**config.mk**
```make
export PLATFORM = sky130hd
export DESIGN_NAME = load_store_unit
export DESIGN_NICKNAME = d
export VERILOG_FILES = /design/src/rtl/lsu_pkg.sv /design/src/rtl/lsu_lane_formatter.sv /design/src/rtl/load_store_unit.sv
export SDC_FILE = /design/constraint.sdc
export NUM_CORES = 1
export LEC_CHECK = 0
export CAP_MARGIN = 20
export CORE_MARGIN = 8
export CORE_UTILIZATION = 60
export CTS_BUF_LIST = sky130_fd_sc_hd__clkbuf_8
export DETAILED_ROUTE_END_ITERATION = 8
export DONT_BUFFER_PORTS = 1
export GPL_TIMING_DRIVEN = 0
export PLACE_DENSITY = 0.78
export SETUP_SLACK_MARGIN = 0.15
export SLEW_MARGIN = 20
export SYNTH_ARGS = -nofsm -noshare
export SYNTH_HDL_FRONTEND = slang
export SYNTH_SLANG_ARGS = --single-unit
```
**constraint.sdc**
```tcl
create_clock -name clk -period 3.95 [get_ports clk]
set_clock_uncertainty 0.15 [all_clocks]
set_input_delay 0.79 -clock clk [delete_from_list [all_inputs] [get_ports clk]]
set_output_delay 0.79 -clock clk [all_outputs]
set_load 0.01 [all_outputs]
```
**src/rtl/lsu_pkg.sv**
```systemverilog
// Shared definitions for the load/store path.
//   MEM_B / MEM_H / MEM_W : MemSize encodings, shared with the control unit.
//   lsu_state_e           : load/store unit FSM state encoding.
//   is_misaligned()       : alignment rule for a given size and low address bits.
package lsu_pkg;

    localparam logic [1:0] MEM_B = 2'b00;
    localparam logic [1:0] MEM_H = 2'b01;
    localparam logic [1:0] MEM_W = 2'b10;

    typedef enum logic [1:0] {
        LSU_IDLE   = 2'b00,
        LSU_ACCESS = 2'b01,
        LSU_RESP   = 2'b10
    } lsu_state_e;

    // Size 2'b11 has no legal alignment, so it always reports misaligned.
    function automatic logic is_misaligned(input logic [1:0] size, input logic [1:0] addr_lo);
        logic mis;
        case (size)
            MEM_B:   mis = 1'b0;
            MEM_H:   mis = addr_lo[0];
            MEM_W:   mis = (addr_lo != 2'b00);
            default: mis = 1'b1;
        endcase
        return mis;
    endfunction

endpackage

```
**src/rtl/lsu_lane_formatter.sv**
```systemverilog
// Combinational byte-lane formatter for the load/store unit.
//   size, addr_lo    : access size and byte offset within the word
//   sign             : sign-extend (1) or zero-extend (0) load data
//   wdata            : store data, value in the low bits
//   rdata            : raw word read from memory
//   be, wdata_lanes  : byte enables and lane-replicated store data
//   rdata_fmt        : extracted and extended load result
//   misaligned       : access cannot be performed as a single aligned word access
module lsu_lane_formatter
    import lsu_pkg::*;
(
    input  logic [1:0]  size,
    input  logic        sign,
    input  logic [1:0]  addr_lo,
    input  logic [31:0] wdata,
    input  logic [31:0] rdata,
    output logic [3:0]  be,
    output logic [31:0] wdata_lanes,
    output logic [31:0] rdata_fmt,
    output logic        misaligned
);

    // Lane steering for stores and lane extraction/extension for loads.
    always_comb begin
        be          = 4'b0000;
        wdata_lanes = 32'h0000_0000;
        rdata_fmt   = 32'h0000_0000;
        misaligned  = is_misaligned(size, addr_lo);
        case (size)
            MEM_B: begin
                be          = 4'b0001 << addr_lo;
                wdata_lanes = {4{wdata[7:0]}};
                rdata_fmt   = {{24{sign & rdata[{addr_lo, 3'b111}]}}, rdata[{addr_lo, 3'b000} +: 8]};
            end
            MEM_H: begin
                be          = addr_lo[1] ? 4'b1100 : 4'b0011;
                wdata_lanes = {2{wdata[15:0]}};
                rdata_fmt   = {{16{sign & rdata[{addr_lo[1], 4'b1111}]}}, rdata[{addr_lo[1], 4'b0000} +: 16]};
            end
            MEM_W: begin
                be          = 4'b1111;
                wdata_lanes = wdata;
                rdata_fmt   = rdata;
            end
            default: begin
                be          = 4'b0000;
                wdata_lanes = 32'h0000_0000;
                rdata_fmt   = 32'h0000_0000;
            end
        endcase
    end

endmodule

```
**src/rtl/load_store_unit.sv**
```systemverilog
// Multi-cycle data-memory stage: IDLE -> ACCESS -> RESP -> IDLE.
//   req_*            : access request from the core (held until done)
//   stall            : freeze PC/regfile while an access is outstanding
//   done             : one-cycle completion pulse, errors and rdata_out valid with it
//   rdata_out        : formatted load result
//   misaligned_err   : access rejected without a bus cycle
//   bus_err          : memory did not respond within TIMEOUT_CYCLES
//   mem_*            : word-wide memory bus with req/ready handshake
module load_store_unit
    import lsu_pkg::*;
#(
    parameter int unsigned TIMEOUT_CYCLES = 255
)
(
    input  logic        clk,
    input  logic        rst,
    input  logic        req_valid,
    input  logic        req_write,
    input  logic [1:0]  req_size,
    input  logic        req_sign,
    input  logic [31:0] req_addr,
    input  logic [31:0] req_wdata,
    output logic        stall,
    output logic        done,
    output logic [31:0] rdata_out,
    output logic        misaligned_err,
    output logic        bus_err,
    output logic        mem_req,
    output logic        mem_we,
    output logic [31:0] mem_addr,
    output logic [3:0]  mem_be,
    output logic [31:0] mem_wdata,
    input  logic        mem_ready,
    input  logic [31:0] mem_rdata
);

    localparam logic [7:0] TIMEOUT_LAST = 8'(TIMEOUT_CYCLES - 1);

    lsu_state_e  state_r, state_nxt_s;
    logic        accept_s, capture_s, expire_s;
    logic        write_r, sign_r;
    logic [1:0]  size_r, addr_lo_r;
    logic [7:0]  cnt_r;
    logic [31:0] mem_addr_r, mem_wdata_r, rdata_r;
    logic [3:0]  mem_be_r;
    logic        done_r, mis_r, bus_r;
    logic [1:0]  fmt_size_s, fmt_addr_s;
    logic [3:0]  fmt_be_s;
    logic [31:0] fmt_wdata_s, fmt_rdata_s;
    logic        fmt_mis_s;

    // In IDLE the formatter looks at the incoming request; afterwards at the latched one.
    always_comb begin
        if (state_r == LSU_IDLE) begin
            fmt_size_s = req_size;
            fmt_addr_s = req_addr[1:0];
        end else begin
            fmt_size_s = size_r;
            fmt_addr_s = addr_lo_r;
        end
    end

    lsu_lane_formatter u_fmt (
        .size        (fmt_size_s),
        .sign        (sign_r),
        .addr_lo     (fmt_addr_s),
        .wdata       (req_wdata),
        .rdata       (mem_rdata),
        .be          (fmt_be_s),
        .wdata_lanes (fmt_wdata_s),
        .rdata_fmt   (fmt_rdata_s),
        .misaligned  (fmt_mis_s)
    );

    // FSM state register.
    always_ff @(posedge clk or posedge rst) begin
        if (rst) begin
            state_r <= LSU_IDLE;
        end else begin
            state_r <= state_nxt_s;
        end
    end

    // Next-state logic and per-cycle event strobes; ready beats timeout on the same cycle.
    always_comb begin
        state_nxt_s = state_r;
        accept_s    = 1'b0;
        capture_s   = 1'b0;
        expire_s    = 1'b0;
        case (state_r)
            LSU_IDLE: begin
                if (req_valid) begin
                    accept_s    = 1'b1;
                    state_nxt_s = fmt_mis_s ? LSU_RESP : LSU_ACCESS;
                end else begin
                    state_nxt_s = LSU_IDLE;
                end
            end
            LSU_ACCESS: begin
                if (mem_ready) begin
                    capture_s   = 1'b1;
                    state_nxt_s = LSU_RESP;
                end else if (cnt_r == TIMEOUT_LAST) begin
                    expire_s    = 1'b1;
                    state_nxt_s = LSU_RESP;
                end else begin
                    state_nxt_s = LSU_ACCESS;
                end
            end
            LSU_RESP: begin
                state_nxt_s = LSU_IDLE;
            end
            default: begin
                state_nxt_s = LSU_IDLE;
            end
        endcase
    end

    // Request latches, bus drive registers, result/error registers and wait counter.
    always_ff @(posedge clk or posedge rst) begin
        if (rst) begin
            write_r     <= 1'b0;
            sign_r      <= 1'b0;
            size_r      <= 2'b00;
            addr_lo_r   <= 2'b00;
            mem_addr_r  <= 32'h0000_0000;
            mem_be_r    <= 4'b0000;
            mem_wdata_r <= 32'h0000_0000;
            rdata_r     <= 32'h0000_0000;
            done_r      <= 1'b0;
            mis_r       <= 1'b0;
            bus_r       <= 1'b0;
            cnt_r       <= 8'h00;
        end else begin
            done_r <= (state_nxt_s == LSU_RESP);
            if (accept_s) begin
                write_r     <= req_write;
                sign_r      <= req_sign;
                size_r      <= req_size;
                addr_lo_r   <= req_addr[1:0];
                mem_addr_r  <= {req_addr[31:2], 2'b00};
                mem_be_r    <= fmt_be_s;
                mem_wdata_r <= fmt_wdata_s;
                mis_r       <= fmt_mis_s;
                bus_r       <= 1'b0;
                rdata_r     <= 32'h0000_0000;
            end else if (capture_s) begin
                rdata_r <= write_r ? 32'h0000_0000 : fmt_rdata_s;
            end else if (expire_s) begin
                bus_r <= 1'b1;
            end else begin
                rdata_r <= rdata_r;
            end
            // Counts wait states only while the access stays outstanding.
            if ((state_r == LSU_ACCESS) && (state_nxt_s == LSU_ACCESS)) begin
                cnt_r <= cnt_r + 8'd1;
            end else begin
                cnt_r <= 8'h00;
            end
        end
    end

    // mem_req decodes the state register directly so reset removes it immediately.
    assign mem_req        = (state_r == LSU_ACCESS);
    assign mem_we         = mem_req & write_r;
    assign mem_addr       = mem_addr_r;
    assign mem_be         = mem_be_r;
    assign mem_wdata      = mem_wdata_r;
    assign stall          = req_valid & (state_r != LSU_RESP);
    assign done           = done_r;
    assign rdata_out      = rdata_r;
    assign misaligned_err = mis_r;
    assign bus_err        = bus_r;

endmodule

```
==> flow_summary.yaml <==
run_status:
  status: "complete, no violations"
yosys:
  synth-async-reset-ratio: 1.00
  ys_types: 58
  yosys.area.top_type_share: 0.507
  synth_cells: 600
  synth_compound_area_frac: 0.174
  yosys_warnings: 0
  synth_xor_area_frac: 0.00911
  muxShareOfSynthArea: 0.0310
  synth-seq-area-share: 0.507
  synth_common_cells: "nand2_1 (138), dfrtp_1 (117), nor2_1 (82)"
  synthTopCellsByArea: "dfrtp_1 (51%), nand2_1 (9.0%), nor2_1 (5.3%)"
  synth-edff-count: 0
  avgSynthCellArea_um2: 9.62
  synth_adder_area_share: 0.00434
  synth_top_area_cell: "dfrtp_1"
  yosys.area_share.simple: 0.234
  synth_ff_type: "dfrtp_1"
  ys_ff_latch: 117
  yosys.cell_count.top_type: "nand2_1"
  synth_top_family_by_area: "simple AND/OR/NAND/NOR gates"
  synth_area_um2: 5770
global_route:
  grt_pass1_vias: 5051
  grt_overflow_total: 0
  antenna_found_initial: 0
  grt_pass1_wl_um: 27600
  grt_util_all_layers: 0.273
  grt_max_degree: 37
place:
  port_buffers: 0
  placed_cell_area_um2: 6030
  place_congestion: 0.875
  placed_cells: 734
  dpl.hpwl_um: 13700
  place_ws_ns: 1.38
route:
  routedWlPerCell_um: 23.5
  wl_um: 18100
  dr.pass1.iters: 6
  drtIter0Drc: 604
  wl_met3_um: 2570
  drc_errors: 0
  vias: 5105
  maxUsedRoutingLayer: "met4"
  final_antenna_net_count: 0
  wl_met2_um: 8530
  avgViaCountPerCell: 6.66
  met1_length_um: 6330
final_layout:
  fin_area_um2: 6450
  n_fill_cell: 735
  drive_gt1_frac: 0.154
  antenna_cells: 0
  nets: 731
  utilization: 0.695
  synthToLayoutAreaGrowth_pct: 11.8
  stdcell_count: 767
clock_tree:
  cts.sinks: 117
  cts.repair.resized: 0
  cts_buffers: 17
  cts_tree: "done"
  post-cts-setup-buffer-count: 0
  cts_max_level: 4
  clockRootBuffer: "clkbuf_8"
  clk_pin_slew_worst_paths_ns: 0.08
  clock_latency_ns: 0.43
  cts_buffer_depth: 2
floorplanning:
  die_h_um: 114
  dieWidth_um: 114
  start_util: 0.622
  fp.dieArea_um2: 13000
  io_pins: 210
  core_um2: 9280
  rows: 35
sta:
  fin_crit_sh: 0.717
  maxSlewHeadroom: 0.411
  hold_viol: 0
  drv_slew: 0
  setup_viol_count_final: 0
  fin_ws_ns: 1.12
  setup_tns_ns: 0
  finalCriticalPeriod_ns: 2.83
  rsz0062_at_grt: "false"
  timing.hold.ws_ns: 0.310
  tightest_slew_ns: 0.878
  fmax_mhz: 353
setup_path:
  worst-path-max-fanout: 10
  crit_chain: "buf_4, nor2b_1, and2_1"
  critPathTopFamily: "simple AND/OR/NAND/NOR gates"
  r2r_start: "state_r[0]$_DFF_PP0_"
  slowest_delay_ns: 0.50
  crit_arrival_ns: 1.89
  path_buf_inv: 1
  slowest_stage: "nor2b_1"
  path_class: "flop to primary output"
  reg2reg_slack_ns: 1.26
  worstSetupStartpoint: "state_r[0]$_DFF_PP0_"
  end_kind: "primary output"
  start_kind: "flop"
  cp.required_ns: 3.01
pwr:
  power.density_nw_per_um2: 824
  total_power_mw: 5.32
  ir_drop_uv: 434
  power_leakage_nw: 2.96
job:
  drv_cap: 0
worst_hold_path:
  hp-start: "req_addr[17]"
  hp-class: "input pin to flop"
-- layout make-up --
type	count	area [µm²]	area share
clock inverter	14	165	0.0256
buffer	42	208	0.0322
tap	129	161	0.0250
inverter	5	22.5	0.00349
sequential	117	2930	0.454
multi-input combinational	437	2620	0.406
timing repair buffer	5	97.6	0.0151
clock buffer	18	248	0.0384
-- state kept, by name, summed over array words and instances, names as in the netlist --
| register | count |
|---|---|
| write_r | 1 |
| bus_err | 1 |
| mem_be | 4 |
| state_r | 2 |
| misaligned_err | 1 |
| size_r | 2 |
| mem_addr | 30 |
| cnt_r | 8 |
| rdata_out | 32 |
| done | 1 |
| addr_lo_r | 2 |
| mem_wdata | 32 |
| sign_r | 1 |
-- cells by family after synthesis --
family                     count (synthesis)
adders and majority gates                  2
muxes                                     15
buffers and inverters                     47
xor gates and xnor gates                   6
other                                      1
AOI/OAI and AO/OA                        125
DFF                                      117
and+or+nand+nor                          287
-- worst reg2reg max path: stages (launching register included) --
cell and delay, ns:
dfrtp_1 0.46, buf_4 0.22, nor2b_1 0.50, nand4b_1 0.31, nor2_1 0.43, buf_2 0.34
a222oi_1 0.13, nand2_1 0.08
-- routing by layer --
| metal | up-vias | track usage |
|---|---|---|
| li1 | 2206 | - |
| met1 | 2470 | 0.312 |
| met2 | 368 | 0.439 |
| met3 | 61 | 0.109 |
| met4 | 0 | 0.133 |
| met5 | - | 0 |
-- report_power, final --
group	total, mW	internal [mW]	switching [mW]
Clock	1.14	0.595	0.546
Sequential	2.26	1.65	0.612
Combinational	1.92	0.722	1.20
Total	5.32	2.96	2.35
-- path summary, 6_finish.rpt --
kind	cells past startpoint	endpoint
max reg2reg	7	rdata_out[14]$_DFFE_PP0P_
min in group asynchronous	2	mem_addr[28]$_DFFE_PP0P_
min reg2reg	2	cnt_r[7]$_DFF_PP0_
min	2	mem_addr[17]$_DFFE_PP0P_
max in group asynchronous	4	mem_wdata[19]$_DFFE_PP0P_
max	3	mem_we
-- placed cells by master (no fill, tap or decap), types with 9 or more instances in the layout --
master / instances
dfrtp_1: 117
a22o_1: 28
nor2_1: 82
a21oi_1: 19
a222oi_1: 15
a221oi_1: 24
nand2_1: 138
nor4_2: 9
clkbuf_1: 17
nor3_2: 9
mux2_2: 10
buf_2: 13
clkbuf_8: 18
-- what timing repair did --
item,4_1_cts,5_1_grt
hold endpoints to repair,2,0
setup endpoints to repair,0,0
hold buffers,1,0
No activity file was read; power rests on OpenSTA's default activity.
